`src/rtl/sound_player.sv`:
```
// Piezo sound sequencer: plays a note or a short melody of fixed-length tone segments, then pulses stop.
// Define SOUND_GAP_EN to insert a silent gap of GAP_CYCLES between consecutive segments.
module sound_player #(
  parameter int unsigned SEG_CYCLES = 12_500_000,
  parameter int unsigned GAP_CYCLES = 2_500_000,
  parameter int unsigned TONE_SHIFT = 0
) (
  input  logic       clk,
  input  logic       reset,
  input  logic       check,
  input  logic [3:0] sound,
  output logic       stop,
  output logic       buzzer,
  output logic       busy,
  output logic [3:0] note
);

`ifdef SOUND_GAP_EN
  typedef enum logic [1:0] {IDLE = 2'd0, TONE = 2'd1, DONE = 2'd2, GAP = 2'd3} state_t;
  localparam logic [23:0] GAP_LAST = 24'(GAP_CYCLES - 1);
`else
  typedef enum logic [1:0] {IDLE = 2'd0, TONE = 2'd1, DONE = 2'd2} state_t;
`endif

  localparam logic [23:0] SEG_LAST = 24'(SEG_CYCLES - 1);

  state_t      state_q, state_d;
  logic [3:0]  code_q;
  logic [1:0]  seg_idx_q;
  logic [23:0] seg_cnt_q;
  logic [16:0] tone_cnt_q;
  logic        buzz_q;

  logic [3:0]  cur_note;
  logic [16:0] hp_last;
  logic        seg_done, last_seg, valid_code, restart_tone, seg_run;

  // Note played in segment idx of melody code c.
  function automatic logic [3:0] seg_note(input logic [3:0] c, input logic [1:0] idx);
    seg_note = c;
    case (c)
      4'd9:  seg_note = (idx == 2'd0) ? 4'd3 : 4'd1;
      4'd10: case (idx)
               2'd0:    seg_note = 4'd1;
               2'd1:    seg_note = 4'd3;
               default: seg_note = 4'd5;
             endcase
      4'd11: case (idx)
               2'd0:    seg_note = 4'd1;
               2'd1:    seg_note = 4'd3;
               2'd2:    seg_note = 4'd5;
               default: seg_note = 4'd8;
             endcase
      4'd12: case (idx)
               2'd0:    seg_note = 4'd8;
               2'd1:    seg_note = 4'd5;
               2'd2:    seg_note = 4'd3;
               default: seg_note = 4'd1;
             endcase
      default: ;
    endcase
  endfunction

  function automatic logic [1:0] seg_last_idx(input logic [3:0] c);
    case (c)
      4'd9:          seg_last_idx = 2'd1;
      4'd10:         seg_last_idx = 2'd2;
      4'd11, 4'd12:  seg_last_idx = 2'd3;
      default:       seg_last_idx = 2'd0;
    endcase
  endfunction

  function automatic logic [16:0] half_period(input logic [3:0] n);
    logic [16:0] base;
    case (n)
      4'd1:    base = 17'd95420;
      4'd2:    base = 17'd85034;
      4'd3:    base = 17'd75758;
      4'd4:    base = 17'd71633;
      4'd5:    base = 17'd63776;
      4'd6:    base = 17'd56818;
      4'd7:    base = 17'd50607;
      4'd8:    base = 17'd47801;
      default: base = 17'd1;
    endcase
    half_period = base >> TONE_SHIFT;
  endfunction

  assign cur_note   = seg_note(code_q, seg_idx_q);
  assign hp_last    = half_period(cur_note) - 17'd1;
  assign seg_done   = (seg_cnt_q == SEG_LAST);
  assign last_seg   = (seg_idx_q == seg_last_idx(code_q));
  assign valid_code = (sound >= 4'd1) && (sound <= 4'd12);

  // NOTE: every signal assigned in always_comb gets a default first, so no path can infer a latch.
  always_comb begin
    state_d = state_q;
    case (state_q)
      IDLE: if (check) state_d = valid_code ? TONE : DONE;
      TONE: if (seg_done) begin
`ifdef SOUND_GAP_EN
        state_d = last_seg ? DONE : GAP;
`else
        state_d = last_seg ? DONE : TONE;
`endif
      end
`ifdef SOUND_GAP_EN
      GAP:  if (seg_cnt_q == GAP_LAST) state_d = TONE;
`endif
      DONE:    state_d = IDLE;
      default: state_d = IDLE;
    endcase
  end

  // Segment counter runs inside a segment or gap and is zero everywhere else.
  always_comb begin
    seg_run = (state_q == TONE) && !seg_done;
`ifdef SOUND_GAP_EN
    if ((state_q == GAP) && (seg_cnt_q != GAP_LAST)) seg_run = 1'b1;
`endif
  end

  // Every TONE entry, including a back-to-back segment change, restarts the square wave.
  assign restart_tone = (state_d == TONE) && ((state_q != TONE) || seg_done);

  // NOTE: sequential state uses non-blocking assignments so all registers update from pre-edge values.
  always_ff @(posedge clk or negedge reset) begin
    if (!reset) state_q <= IDLE;
    else        state_q <= state_d;
  end

  always_ff @(posedge clk or negedge reset) begin
    if (!reset) begin
      code_q     <= 4'd0;
      seg_idx_q  <= 2'd0;
      seg_cnt_q  <= 24'd0;
      tone_cnt_q <= 17'd0;
      buzz_q     <= 1'b0;
    end else begin
      if ((state_q == IDLE) && check && valid_code) code_q <= sound;

      if (state_q == IDLE)                                seg_idx_q <= 2'd0;
      else if ((state_q == TONE) && seg_done && !last_seg) seg_idx_q <= seg_idx_q + 2'd1;

      seg_cnt_q <= seg_run ? seg_cnt_q + 24'd1 : 24'd0;

      if (restart_tone) begin
        tone_cnt_q <= 17'd0;
        buzz_q     <= 1'b0;
      end else if (state_q == TONE) begin
        if (tone_cnt_q == hp_last) begin
          tone_cnt_q <= 17'd0;
          buzz_q     <= ~buzz_q;
        end else begin
          tone_cnt_q <= tone_cnt_q + 17'd1;
        end
      end
    end
  end

  always_comb begin
    busy   = (state_q == TONE);
`ifdef SOUND_GAP_EN
    if (state_q == GAP) busy = 1'b1;
`endif
    stop   = (state_q == DONE);
    note   = (state_q == TONE) ? cur_note : 4'd0;
    buzzer = buzz_q && (state_q == TONE);
  end

endmodule

```
`config.mk`:
```
export PLATFORM = sky130hd
export DESIGN_NAME = sound_player
export DESIGN_NICKNAME = d
export VERILOG_FILES = /design/src/rtl/sound_player.sv
export SDC_FILE = /design/constraint.sdc
export NUM_CORES = 1
export LEC_CHECK = 0
export CAP_MARGIN = 0
export CORE_MARGIN = 2
export CORE_UTILIZATION = 40
export DETAILED_ROUTE_END_ITERATION = 7
export REMOVE_ABC_BUFFERS = 1
export SYNTH_ARGS = -nofsm -noshare
export SYNTH_HDL_FRONTEND = slang
export SYNTH_SLANG_ARGS = --single-unit
export TNS_END_PERCENT = 10
```
`constraint.sdc`:
```
create_clock -name clk -period 9.25 [get_ports clk]
set_clock_uncertainty 0.2 [all_clocks]
set_input_delay 1.85 -clock clk [delete_from_list [all_inputs] [get_ports clk]]
set_output_delay 1.85 -clock clk [all_outputs]
set_load 0.02 [all_outputs]
```
==> results.md <==
- Crit-path max cell delay: between 0.6 and 0.7 ns
- Endpoint type of the worst setup path: register
- Synth top area cells: sky130_fd_sc_hd__dfrtp_1 (31%), sky130_fd_sc_hd__xor2_1 (6.3%), sky130_fd_sc_hd__xnor2_1 (5.2%)
- YS warnings: 0
- CTS root buf: sky130_fd_sc_hd__clkbuf_8
- Post-layout min period: around 5.6 ns
- Largest net degree at the start of global routing: 51
- Number of setup buffers added after CTS: 0
- Syn Std Cell Area: 0.004045 mm^2
- Antenna-violating nets left: 0
- Die outline height: around 100 um
- Worst slew margin relative to its limit: 0.3594
- Result of the run: finished clean
- Std-Cell Core Area: between 0.009 and 0.01 mm^2
- Transition time at the pin with the least slew margin: between 0.9 and 1 ns
- Top cell types by occurrence after synthesis: sky130_fd_sc_hd__nor2_1 (53), sky130_fd_sc_hd__dfrtp_1 (50), sky130_fd_sc_hd__nand2_1 (38)
- Number of flops mapped to enable cells by yosys: 0
- Final GP Congestion: approximately 0.94
- Data required time at the worst endpoint: approximately 9 ns
- Initial standard-cell utilization of the core: 0.4139
- Category of the worst setup path launch point: register
- Filler Cells Inserted: 992
- Clock latency of the later-clocked register in the worst-skew pair: 0.30 ns
- FF+latch count, synth: 50
- Fraction of synthesized cell area taken by the top area cell type: 0.3093
- TritonCTS clock tree: built
- Final number of hold-violating endpoints: 0
- Overall routing resource usage: 0.1861
- Initial antenna violation count: 0
- Number of port buffers: 13
- Vias in the first global route: ~3500
- Non-filler instance count after layout: 611
- Slowest stage cell on the critical path: sky130_fd_sc_hd__nor4_4
- Arr. time, crit path: roughly 5.6 ns
- Cell type with the highest occurrence count on the critical path: sky130_fd_sc_hd__ha_1
- Hold Crit Class: reg2reg
- Synth Area per Inst: 8.498 um^2
- Number of instances in the placed design: ~600
- Bufs on Longest Clock Path: 2
- Area post-placement: 0.004237 mm^2
- Count of vias placed by the detailed router: about 3500
- Total length of routed wires: between 9000 and 10000 um
- Slack of the critical path: ~3.6 ns
- Most area-hungry cell type in the Yosys netlist: sky130_fd_sc_hd__dfrtp_1
- Most repeated cell in the gate-level netlist after synthesis: sky130_fd_sc_hd__nor2_1
- Area taken by multi-input logic gates: roughly 0.0026 mm^2
- Async set-reset flop share out of synthesis: 1.000
- CTS H-tree depth: 2
- Number of DRC violations after detailed-routing iteration 0: 160
- RSZ-0062 raised after global routing: no
- Final design instance area without fill: between 0.004 and 0.005 mm^2
- Global-route wire length before repair: between 15000 and 20000 um
- Number of buffers inserted for hold repair after clock tree synthesis: 0
- Predominant post-synthesis flop cell: sky130_fd_sc_hd__dfrtp_1
- Synthesized netlist cell count: between 400 and 500
- Placed wire-length estimate after detailed placement: between 7000 and 8000 um
- Drt first pass iters: 4
- Sequential area share after synthesis: 0.3093
- Unique masters post-synth: 74
- DRC: 0
- Clock input transition at the sequential cells of the worst setup and hold paths: roughly 0.1 ns
- Critical path type: reg2reg
- Total power density per cell area: between 300 and 400 mW/mm^2
- Final setup TNS: 0 ns
- Largest driver fanout on the critical path: 25
- Number of top-level design ports: 14
- Ratio of routed vias to standard cells: about 5.8
- Ant. Diodes: 0
- Worst setup slack after placement: between 3 and 4 ns
- VDD IR max: between 0.0001 and 0.00015 V
- Wire length per cell: 16.18 um
- Fmax achieved: around 0.18 GHz
- Final clock period utilization by the worst path: 0.6058
- Footprint of the flip-flops and latches: 0.001251 mm^2
- Max capacitance violation total: 0
- Hold slack final: ~0.29 ns
- Final global-route overflow total: 0
- Cells traversed along the worst timing path: inv_1 > ha_1 > or4b_1 > a21oi_1 > o21ai_2 > nand2_1 > and3_1 > ha_1 > nor2b_1 > nand4_1 > nor4_1 > o32ai_1 > xnor2_1 > a2111oi_4 > nand3_1 > nor4_4 > mux2_1
- Fraction of final layout cells with drive strength greater than 1: 0.06485
- Number of nets in the final layout: approximately 500
- Leak pwr: around 1.8 nW
- Count of final setup violators: 0
- Area growth syn-to-layout: 7.516%
- Core Rows: 36
- Number of cells upsized or downsized after cts: 0
- Number of buffers created by CTS: 5
- Clock sinks: 50
- Width of the die: ~100 um
- Die area: approximately 0.011 mm^2
- Fin. max-slew vios: 0
[layout by cell type (no fill, tap or decap), types with 15 or more instances in the layout]
| cell type | count |
|---|---|
| sky130_fd_sc_hd__a21oi_1 | 20 |
| sky130_fd_sc_hd__dfrtp_1 | 50 |
| sky130_fd_sc_hd__ha_1 | 15 |
| sky130_fd_sc_hd__nand2_1 | 38 |
| sky130_fd_sc_hd__nand3_1 | 30 |
| sky130_fd_sc_hd__nor2_1 | 53 |
| sky130_fd_sc_hd__nor3_1 | 21 |
| sky130_fd_sc_hd__o21ai_0 | 17 |
| sky130_fd_sc_hd__xnor2_1 | 24 |
| sky130_fd_sc_hd__xor2_1 | 29 |
[routing by layer]
metal	vias up	share of wire	global-route usage
met3	18	0.036	0.01684
met5	-	0	0
met2	64	0.46	0.3011
met1	1680	0.48	0.2586
li1	1758	-	-
met4	0	0.028	0.06853
[where the power goes]
group | total (mW) | internal, mW | switching [mW]
logic | 1.23 | 0.473 | 0.760
registers | 0.321 | 0.249 | 0.0724
clock network | 0.155 | 0.0811 | 0.0740
[registers in the layout, indices dropped and copies added, names as in the netlist]
name and count:
seg_cnt_q 24, buzz_q 1, tone_cnt_q 17, state_q 2, seg_idx_q 2, code_q 4
[worst max-delay path, delay by kind of cell, from the launching register on]
kind / cells / cell delay (ns)
and+or+nand+nor: 8 / 2.34
AOI/OAI and AO/OA: 4 / 1.27
adders and majority gates: 2 / 0.51
DFF: 1 / 0.46
muxes: 1 / 0.38
xor gates and xnor gates: 1 / 0.20
buffers and inverters: 1 / 0.13
[path summary, 6_finish.rpt]
path	start	to	slack (ns)	cells after the start
max	seg_idx_q[1]	buzz_q	3.65	17
min	seg_cnt_q[0]	seg_cnt_q[0]	0.29	1
max reg2reg	seg_idx_q[1]	buzz_q	3.65	17
min reg2reg	seg_cnt_q[0]	seg_cnt_q[0]	0.29	1
max in group asynchronous	reset	seg_idx_q[0]	6.97	2
min in group asynchronous	reset	tone_cnt_q[15]	1.44	2
[kinds of logic after synthesis]
logic type | count (synthesis) | share of synthesized area
muxes | 8 | 0.02134
xor gates and xnor gates | 53 | 0.1148
DFF | 50 | 0.3093
AOI/OAI and AO/OA | 107 | 0.1992
and+or+nand+nor | 210 | 0.2694
buffers and inverters | 33 | 0.03959
adders and majority gates | 15 | 0.04640
[layout make-up]
| type | count | area share |
|---|---|---|
| repair buffers | 15 | 0.03222 |
| clock buffers | 5 | 0.01582 |
| well taps | 133 | 0.03826 |
| flip-flops and latches | 50 | 0.2877 |
| clock inverters | 3 | 0.01007 |
| inverters | 12 | 0.01036 |
| multi-input cells | 393 | 0.6056 |
[metrics by stage]
| stage | utilization | total power, mW |
|---|---|---|
| after CTS | 0.4450 | 1.701 |
| after detailed placement | 0.4334 | 1.535 |
| after global routing | 0.4450 | 1.857 |
| after global placement | 0.4334 | 1.551 |
| final | 0.4450 | 1.710 |
| after floorplan | - | 1.236 |
Power figures use the tool's default switching activity.
